`src/rtl/spi_responder_if.sv`:
```
// spi_responder_if: transmit hold handshake and receive frame results of spi_responder.
interface spi_responder_if #(
  parameter int unsigned RX_WIDTH = 24,
  parameter int unsigned TX_WIDTH = 16
) ();
  logic [TX_WIDTH-1:0] tx_data;
  logic                tx_valid;
  logic                tx_ready;
  logic [RX_WIDTH-1:0] rx_data;
  logic                rx_valid;
  logic [5:0]          frame_len;
  logic                tx_underrun;
  logic                busy;

  modport slave (
    input  tx_data, tx_valid,
    output tx_ready, rx_data, rx_valid, frame_len, tx_underrun, busy
  );

  modport master (
    output tx_data, tx_valid,
    input  tx_ready, rx_data, rx_valid, frame_len, tx_underrun, busy
  );
endinterface

```
`src/rtl/spi_responder.sv`:
```
// spi_responder: SPI target with a one-word transmit hold register and framed receive capture.
// Define SPI_RESPONDER_SYNC_EN to put a 2-flop synchronizer on SCK, SDI and CONV_CS
// (pin-to-action latency 3 clocks); otherwise the pins must be synchronous to S_AXI_ACLK (latency 1).
module spi_responder #(
  parameter int unsigned RX_WIDTH = 24,
  parameter int unsigned TX_WIDTH = 16
) (
  input  logic           S_AXI_ACLK,
  input  logic           S_AXI_ARESET,
  input  logic           SCK,
  input  logic           SDI,
  input  logic           CONV_CS,
  output logic           SDO,
  spi_responder_if.slave bus
);
  localparam int unsigned CNT_W = 6;
  localparam logic [CNT_W-1:0] CNT_MAX = '1;

  typedef enum logic [1:0] {IDLE, SHIFT, DONE} state_t;

  state_t state, state_n;

  logic sck_s, sdi_s, cs_s;
  logic sck_d, cs_d;
  logic sck_rise, sck_fall, cs_fall, cs_rise;

  logic [TX_WIDTH-1:0] tx_sh, tx_sh_n;
  logic [RX_WIDTH-1:0] rx_sh, rx_sh_n;
  logic [CNT_W-1:0]    cnt, cnt_n;
  logic [TX_WIDTH-1:0] hold, hold_n;
  logic                hold_empty, hold_empty_n;
  logic                sdo_n;
  logic [RX_WIDTH-1:0] rx_data_n;
  logic [CNT_W-1:0]    frame_len_n;
  logic                underrun_n;

`ifdef SPI_RESPONDER_SYNC_EN
  logic [1:0] sck_m, sdi_m, cs_m;

  // Two-flop synchronizer per input pin
  always_ff @(posedge S_AXI_ACLK) begin
    if (S_AXI_ARESET) begin
      sck_m <= '0;
      sdi_m <= '0;
      cs_m  <= '0;
    end else begin
      sck_m <= {sck_m[0], SCK};
      sdi_m <= {sdi_m[0], SDI};
      cs_m  <= {cs_m[0], CONV_CS};
    end
  end

  assign sck_s = sck_m[1];
  assign sdi_s = sdi_m[1];
  assign cs_s  = cs_m[1];
`else
  assign sck_s = SCK;
  assign sdi_s = SDI;
  assign cs_s  = CONV_CS;
`endif

  // Edge-detect registers; resetting to 0 forces CONV_CS to be seen high before a frame
  always_ff @(posedge S_AXI_ACLK) begin
    if (S_AXI_ARESET) begin
      sck_d <= 1'b0;
      cs_d  <= 1'b0;
    end else begin
      sck_d <= sck_s;
      cs_d  <= cs_s;
    end
  end

  assign sck_rise = sck_s & ~sck_d;
  assign sck_fall = ~sck_s & sck_d;
  assign cs_fall  = ~cs_s & cs_d;
  assign cs_rise  = cs_s & ~cs_d;

  // State register
  always_ff @(posedge S_AXI_ACLK) begin
    if (S_AXI_ARESET) state <= IDLE;
    else              state <= state_n;
  end

  // Next-state and datapath next values
  always_comb begin
    state_n      = state;
    tx_sh_n      = tx_sh;
    rx_sh_n      = rx_sh;
    cnt_n        = cnt;
    sdo_n        = SDO;
    hold_n       = hold;
    hold_empty_n = hold_empty;
    rx_data_n    = bus.rx_data;
    frame_len_n  = bus.frame_len;
    underrun_n   = 1'b0;

    if (bus.tx_valid && hold_empty) begin
      hold_n       = bus.tx_data;
      hold_empty_n = 1'b0;
    end

    unique case (state)
      IDLE: begin
        sdo_n = 1'b0;
        if (cs_fall) begin
          state_n = SHIFT;
          cnt_n   = '0;
          rx_sh_n = '0;
          if (!hold_empty) begin
            tx_sh_n      = hold;
            hold_empty_n = 1'b1;
            sdo_n        = hold[TX_WIDTH-1];
          end else begin
            tx_sh_n    = '0;
            underrun_n = 1'b1;
          end
        end
      end
      SHIFT: begin
        if (cs_rise) begin
          state_n     = DONE;
          rx_data_n   = rx_sh;
          frame_len_n = cnt;
          sdo_n       = 1'b0;
        end else if (sck_rise) begin
          rx_sh_n = {rx_sh[RX_WIDTH-2:0], sdi_s};
          if (cnt != CNT_MAX) cnt_n = cnt + CNT_W'(1);
        end else if (sck_fall) begin
          tx_sh_n = {tx_sh[TX_WIDTH-2:0], 1'b0};
          sdo_n   = tx_sh[TX_WIDTH-2];
        end
      end
      DONE: begin
        state_n = IDLE;
        sdo_n   = 1'b0;
      end
      default: state_n = IDLE;
    endcase
  end

  // Datapath and registered outputs
  always_ff @(posedge S_AXI_ACLK) begin
    if (S_AXI_ARESET) begin
      tx_sh           <= '0;
      rx_sh           <= '0;
      cnt             <= '0;
      hold            <= '0;
      hold_empty      <= 1'b1;
      SDO             <= 1'b0;
      bus.rx_data     <= '0;
      bus.frame_len   <= '0;
      bus.rx_valid    <= 1'b0;
      bus.tx_underrun <= 1'b0;
      bus.busy        <= 1'b0;
    end else begin
      tx_sh           <= tx_sh_n;
      rx_sh           <= rx_sh_n;
      cnt             <= cnt_n;
      hold            <= hold_n;
      hold_empty      <= hold_empty_n;
      SDO             <= sdo_n;
      bus.rx_data     <= rx_data_n;
      bus.frame_len   <= frame_len_n;
      bus.rx_valid    <= (state_n == DONE);
      bus.tx_underrun <= underrun_n;
      bus.busy        <= (state_n != IDLE);
    end
  end

  assign bus.tx_ready = hold_empty;
endmodule

```
`src/flat_wrapper.sv`:
```
// flat-port wrapper written by rule: the top's interface ports become plain ports
module spi_responder_flat 
#(
  parameter int unsigned RX_WIDTH = 24,
  parameter int unsigned TX_WIDTH = 16
)
  (S_AXI_ACLK, S_AXI_ARESET, SCK, SDI, CONV_CS, SDO, bus_tx_data, bus_tx_valid, bus_tx_ready, bus_rx_data, bus_rx_valid, bus_frame_len, bus_tx_underrun, bus_busy);
  spi_responder_if #(.RX_WIDTH(RX_WIDTH), .TX_WIDTH(TX_WIDTH)) bus_i ();
  input  logic S_AXI_ACLK;
  input  logic S_AXI_ARESET;
  input  logic SCK;
  input  logic SDI;
  input  logic CONV_CS;
  output logic SDO;
  input wire logic [$bits(bus_i.tx_data)-1:0] bus_tx_data;
  input wire logic [$bits(bus_i.tx_valid)-1:0] bus_tx_valid;
  output wire logic [$bits(bus_i.tx_ready)-1:0] bus_tx_ready;
  output wire logic [$bits(bus_i.rx_data)-1:0] bus_rx_data;
  output wire logic [$bits(bus_i.rx_valid)-1:0] bus_rx_valid;
  output wire logic [$bits(bus_i.frame_len)-1:0] bus_frame_len;
  output wire logic [$bits(bus_i.tx_underrun)-1:0] bus_tx_underrun;
  output wire logic [$bits(bus_i.busy)-1:0] bus_busy;
  assign bus_i.tx_data = bus_tx_data;
  assign bus_i.tx_valid = bus_tx_valid;
  assign bus_tx_ready = bus_i.tx_ready;
  assign bus_rx_data = bus_i.rx_data;
  assign bus_rx_valid = bus_i.rx_valid;
  assign bus_frame_len = bus_i.frame_len;
  assign bus_tx_underrun = bus_i.tx_underrun;
  assign bus_busy = bus_i.busy;
  spi_responder #(.RX_WIDTH(RX_WIDTH), .TX_WIDTH(TX_WIDTH)) u_core (.S_AXI_ACLK(S_AXI_ACLK), .S_AXI_ARESET(S_AXI_ARESET), .SCK(SCK), .SDI(SDI), .CONV_CS(CONV_CS), .SDO(SDO), .bus(bus_i));
endmodule
```
`config.mk`:
```
export PLATFORM = sky130hd
export DESIGN_NAME = spi_responder_flat
export DESIGN_NICKNAME = d
export VERILOG_FILES = /design/src/rtl/spi_responder_if.sv /design/src/rtl/spi_responder.sv /design/src/flat_wrapper.sv
export SDC_FILE = /design/constraint.sdc
export NUM_CORES = 1
export LEC_CHECK = 0
export ABC_AREA = 1
export BUFFER_PORTS_ARGS = -buffer_cell sky130_fd_sc_hd__buf_2
export CORE_UTILIZATION = 31
export DETAILED_ROUTE_END_ITERATION = 16
export SYNTH_ARGS = -nofsm -noshare
export SYNTH_HDL_FRONTEND = slang
export SYNTH_SLANG_ARGS = --single-unit
```
`constraint.sdc`:
```
create_clock -name S_AXI_ACLK -period 1.5 [get_ports S_AXI_ACLK]
set_clock_uncertainty 0.05 [all_clocks]
set_input_delay 0.3 -clock S_AXI_ACLK [delete_from_list [all_inputs] [get_ports S_AXI_ACLK]]
set_output_delay 0.3 -clock S_AXI_ACLK [all_outputs]
set_load 0.05 [all_outputs]
```
==> impl_summary.md <==
Run status
The run finished, with violations left. The final reports fail on negative setup slack.

Placement
Prior to clock tree synthesis, the placed netlist has a worst setup slack of -0.266 ns. The cell area after placement is 0.00454 mm2. After legalization and detailed placement, the total HPWL measured roughly 6 mm. Including well taps, the total number of placed cells is approximately 740.

At the end of routability-driven placement, the weighted congestion stood at between 0.7 and 0.8. The number of port buffers is 56.

Clocking
TritonCTS built the clock tree. The number of sinks on the clock net is 100. In this run, CTS created clock tree buffers numbering 9. Clock-pin slew was measured on the worst setup and hold paths at 0.07 ns. The latest clock arrival within the worst-skew pair is between 0.3 and 0.4 ns.

The root buffer cell chosen for the clock tree is sky130_fd_sc_hd__clkbuf_16. The total number of H-tree levels is 3. The buffer levels on the longest clock path is 2. The number of buffers added to fix hold violations after cts is 0.

Power and ir drop
For this design the static power due to leakage is 2.11 nW. Power spread over the standard cell area amounts to between 1000 and 1500 mW/mm2. The largest vdd supply drop is around 0.7 mV.

Synthesis
The unique cell type count in the Yosys netlist is 27. The compound-gate portion of the synthesized area is roughly 15%. The post-synthesis net count is 546. The sequential element share of the synthesized area is 50.4%. The combinational family with the most area after synthesis is simple AND/OR/NAND/NOR gates. The share of synthesized area spent on multiplexers is 0%. Dividing the synthesized area by the synthesized cell count gives ~7.6 um2. During synthesis, Yosys emitted a total of 0 warnings. Of the total synthesized cell area, the portion taken by XOR and XNOR cells is 0%.

The cell area after synthesis is about 0.0040 mm2. The number of instances in the synthesized netlist is 520. The register bit count reported by yosys is 100. The adder-cell area share of the yosys netlist is 1.26%. The area fraction in and, or, nand and nor cells after synthesis is a little over a quarter.

Flow run
The max-capacitance violation count is 0.

STA
The total setup violations reported at the end of the flow is 2. The relative slew slack is between 60% and 70%. The actual transition at the worst max-transition pin is ~0.49 ns. Derived from the worst setup path, the maximum achievable clock frequency is roughly 0.67 GHz. The worst path uses 100% of the clock period. The final number of max-transition violations is 0. The smallest clock period supported by the final layout is computed as 1.50 ns. The worst path setup slack after routing is -0.00138 ns.

The number of failing hold endpoints at the final stage came to 0. Setup repair after global routing could not meet its margin everywhere.

Routing
Dividing the detail-routed via count by the number of cells gives roughly 4.7. In this run the remaining antenna-violating nets after routing total 0. Wires add up to ~9.4 mm. Before antenna repair, the detailed router went through 4 iterations. The DRC violation count after routing is 0.

The detailed router finished its first iteration with between 90 and 100 violations. Dividing the detail-routed wire length by the instance count gives 12.2 um. The via total after detailed routing is between 3,000 and 4,000.

Setup path
Walking the worst path, the cells encountered are inv_2 -> ha_4 -> inv_2 -> nor2_2 -> a21oi_4 -> buf_12 -> o21ai_1 -> nor2_1. STA puts the critical path data required time at ~1.7 ns. The worst-case register-to-register setup slack is -0.001 ns. The largest individual stage delay along the critical path comes from the cell sky130_fd_sc_hd__dfxtp_4. The most numerous cell type found on the critical path is sky130_fd_sc_hd__inv_2. The arrival time at the worst endpoint is roughly 1.7 ns.

The nature of the critical path endpoint is a flop. The path type of the worst setup path is reg -> reg. The worst setup path is launched from a flop. The largest fanout of any net on the critical path is 13. In this design, the stage delay of the slowest critical-path cell is around 0.36 ns.

Final layout
Cells fill a little over two fifths of the core in the end. The count of placed standard cells in the final layout, fillers left out is approximately 770. The final layout contains 622 nets. The sequential cell area in the final layout is 0.00201 mm2.

The area growth from synthesis to final layout is 30.6%. The number of filler instances in the final layout is about 1,200. Summing all non-filler instances in the final layout gives an area of 0.00519 mm2. The multi-input combinational cells in the finished layout cover a total of 0.00185 mm2.

The share of post-route cells with drive strength above 1 is between 20% and 30%. The number of antenna cells inserted is 0.

Die
The die is 115 um wide. After floorplanning, the core was divided into 40 placement rows. In this run the vertical extent of the chip is ~120 um. The initial cell density of the core is about a third. The die covers between 0.01 and 0.015 mm2. The number of ports placed on the die boundary is 57. The floorplan core area is around 0.012 mm2.

GRT
The overall fraction of global-route tracks in use is around 14%. The number of global-route vias before repair is 3,239. Entering global routing, the biggest net connects approximately 40 pins. The wire length of the first global-routing pass is 14.8 mm.

The total overflow left after global routing is 0. The initial antenna violation count was 0.

Min path
The tightest min-delay check is of the in -> reg type.
[layout by cell type, fill, tap and decap left out, types with 2 or more instances in the layout]
cell type                    count
sky130_fd_sc_hd__nor2_2          8
sky130_fd_sc_hd__o21ai_0        27
sky130_fd_sc_hd__nand2_1        73
sky130_fd_sc_hd__clkinvlp_4      3
sky130_fd_sc_hd__buf_4          28
sky130_fd_sc_hd__ha_1            2
sky130_fd_sc_hd__o21ai_2        10
sky130_fd_sc_hd__dfxtp_2         2
sky130_fd_sc_hd__a22oi_2         3
sky130_fd_sc_hd__a22oi_1        11
sky130_fd_sc_hd__nor2_1        118
sky130_fd_sc_hd__nand3_1        10
sky130_fd_sc_hd__nor2_4          4
sky130_fd_sc_hd__nand4_1        25
sky130_fd_sc_hd__inv_4           2
sky130_fd_sc_hd__inv_2           4
sky130_fd_sc_hd__inv_1          19
sky130_fd_sc_hd__a21oi_4         2
sky130_fd_sc_hd__nand2_2         4
sky130_fd_sc_hd__a21oi_1        34
sky130_fd_sc_hd__o21ai_1        17
sky130_fd_sc_hd__buf_12          5
sky130_fd_sc_hd__ha_4            2
sky130_fd_sc_hd__buf_8           3
sky130_fd_sc_hd__nand2_4         2
sky130_fd_sc_hd__dfxtp_1        97
sky130_fd_sc_hd__buf_2          56
sky130_fd_sc_hd__clkbuf_16      11
sky130_fd_sc_hd__buf_6           4
sky130_fd_sc_hd__nand3_4         2
sky130_fd_sc_hd__inv_8           2
[through the flow]
stage                     power [mW]  TNS [ns]  hold WS (ns)
after floorplan                 3.56         0         0.357
after global placement          3.76     -6.49         0.383
after detailed placement        3.78    -12.14         0.386
after CTS                       5.95   -0.0642         0.132
after global routing            6.35     -2.75         0.141
final                           6.05  -0.00164         0.144
[critical path: cells and delay by family (launching register included)]
family | cells | cell delay [ns]
compound gates | 2 | 0.17
fa+ha+maj | 1 | 0.15
buf+inv | 3 | 0.30
flops | 1 | 0.36
simple gates | 2 | 0.35
[where the power goes]
part | switching, mW | internal, mW | total (mW) | leakage [nW]
clock | 0.992 | 1.15 | 2.14 | 0.122
combinational | 0.555 | 0.400 | 0.956 | 1.17
sequential | 0.123 | 2.83 | 2.95 | 0.817
total | 1.67 | 4.38 | 6.05 | 2.11
[worst paths after layout]
kind / endpoint / startpoint / depth (start not counted)
max: u_core.rx_sh[15] / u_core.state[0] / 8
min: u_core.hold[9] / bus_tx_data[9] / 3
max reg2reg: u_core.rx_sh[15] / u_core.state[0] / 8
min reg2reg: u_core.bus.frame_len[3] / u_core.bus.frame_len[3] / 2
[synthesized netlist by cell type]
cell	n	area, um2
sky130_fd_sc_hd__inv_1	22	82.6
sky130_fd_sc_hd__nand2_2	3	18.8
sky130_fd_sc_hd__nor2_1	128	480
sky130_fd_sc_hd__o21bai_1	1	7.51
sky130_fd_sc_hd__inv_2	4	15.0
sky130_fd_sc_hd__nor3b_1	1	7.51
sky130_fd_sc_hd__nor2_4	1	11.3
sky130_fd_sc_hd__clkbuf_1	11	41.3
sky130_fd_sc_hd__ha_1	4	50.1
sky130_fd_sc_hd__clkbuf_2	1	5.00
sky130_fd_sc_hd__nand2_1	76	285
sky130_fd_sc_hd__a22oi_1	14	105
sky130_fd_sc_hd__dfxtp_1	100	2000
sky130_fd_sc_hd__nor4_1	1	6.26
sky130_fd_sc_hd__nand4_1	25	156
sky130_fd_sc_hd__nor2_2	1	6.26
sky130_fd_sc_hd__buf_1	5	18.8
sky130_fd_sc_hd__buf_6	6	67.6
sky130_fd_sc_hd__buf_2	9	45.0
sky130_fd_sc_hd__a21oi_4	1	16.3
sky130_fd_sc_hd__nand3_1	12	60.1
sky130_fd_sc_hd__o22ai_1	1	6.26
sky130_fd_sc_hd__a21oi_1	35	175
sky130_fd_sc_hd__o21ai_1	21	105
sky130_fd_sc_hd__nand3_2	1	10.0
sky130_fd_sc_hd__buf_4	3	22.5
sky130_fd_sc_hd__o21ai_0	33	165
[repair_timing]
action                     4_1_cts  5_1_grt
gates resized for setup         19       50
setup endpoints to repair       73       61
setup buffers                    1        8
cloned                           1        4
pin swaps                        3       21
[cell type report]
class	count	area share, %
Clock buffer	10	4.60
Clock inverter	4	0.530
Inverter	26	2.22
Multi-Input combinational cell	360	35.7
Sequential cell	100	38.7
Tap cell	168	4.05
Timing Repair Buffer	98	14.1
Timing Repair inverter	1	0.121
[kinds of logic (layout without fill, tap and decap cells)]
logic type               Yosys count  after routing
AND/OR/NAND/NOR                  249            249
AO/OA/AOI/OAI                    106            107
flip-flops                       100            100
buffers and inverters             61            139
adder cells (fa/ha/maj)            4              4
[sequential cells by signal (all words and copies together) (netlist names)]
register / count
u_core.bus.tx_underrun: 1
u_core.state: 2
u_core.sck_d: 1
u_core.bus.busy: 1
u_core.tx_sh: 15
u_core.bus.frame_len: 6
u_core.bus.rx_valid: 1
u_core.hold: 16
u_core.cs_d: 1
u_core.bus.rx_data: 24
u_core.cnt: 6
u_core.SDO: 1
u_core.bus.tx_ready: 1
u_core.rx_sh: 24
[metal layers]
metal,vias up,share of wire (%),GRT usage [%]
met2,58,47,24.5
met1,1667,47,17.1
met3,16,4.1,5.06
met4,0,1.4,4.42
li1,1868,-,-
met5,-,0,0
Note: power is estimated with default switching activity, not from simulation.
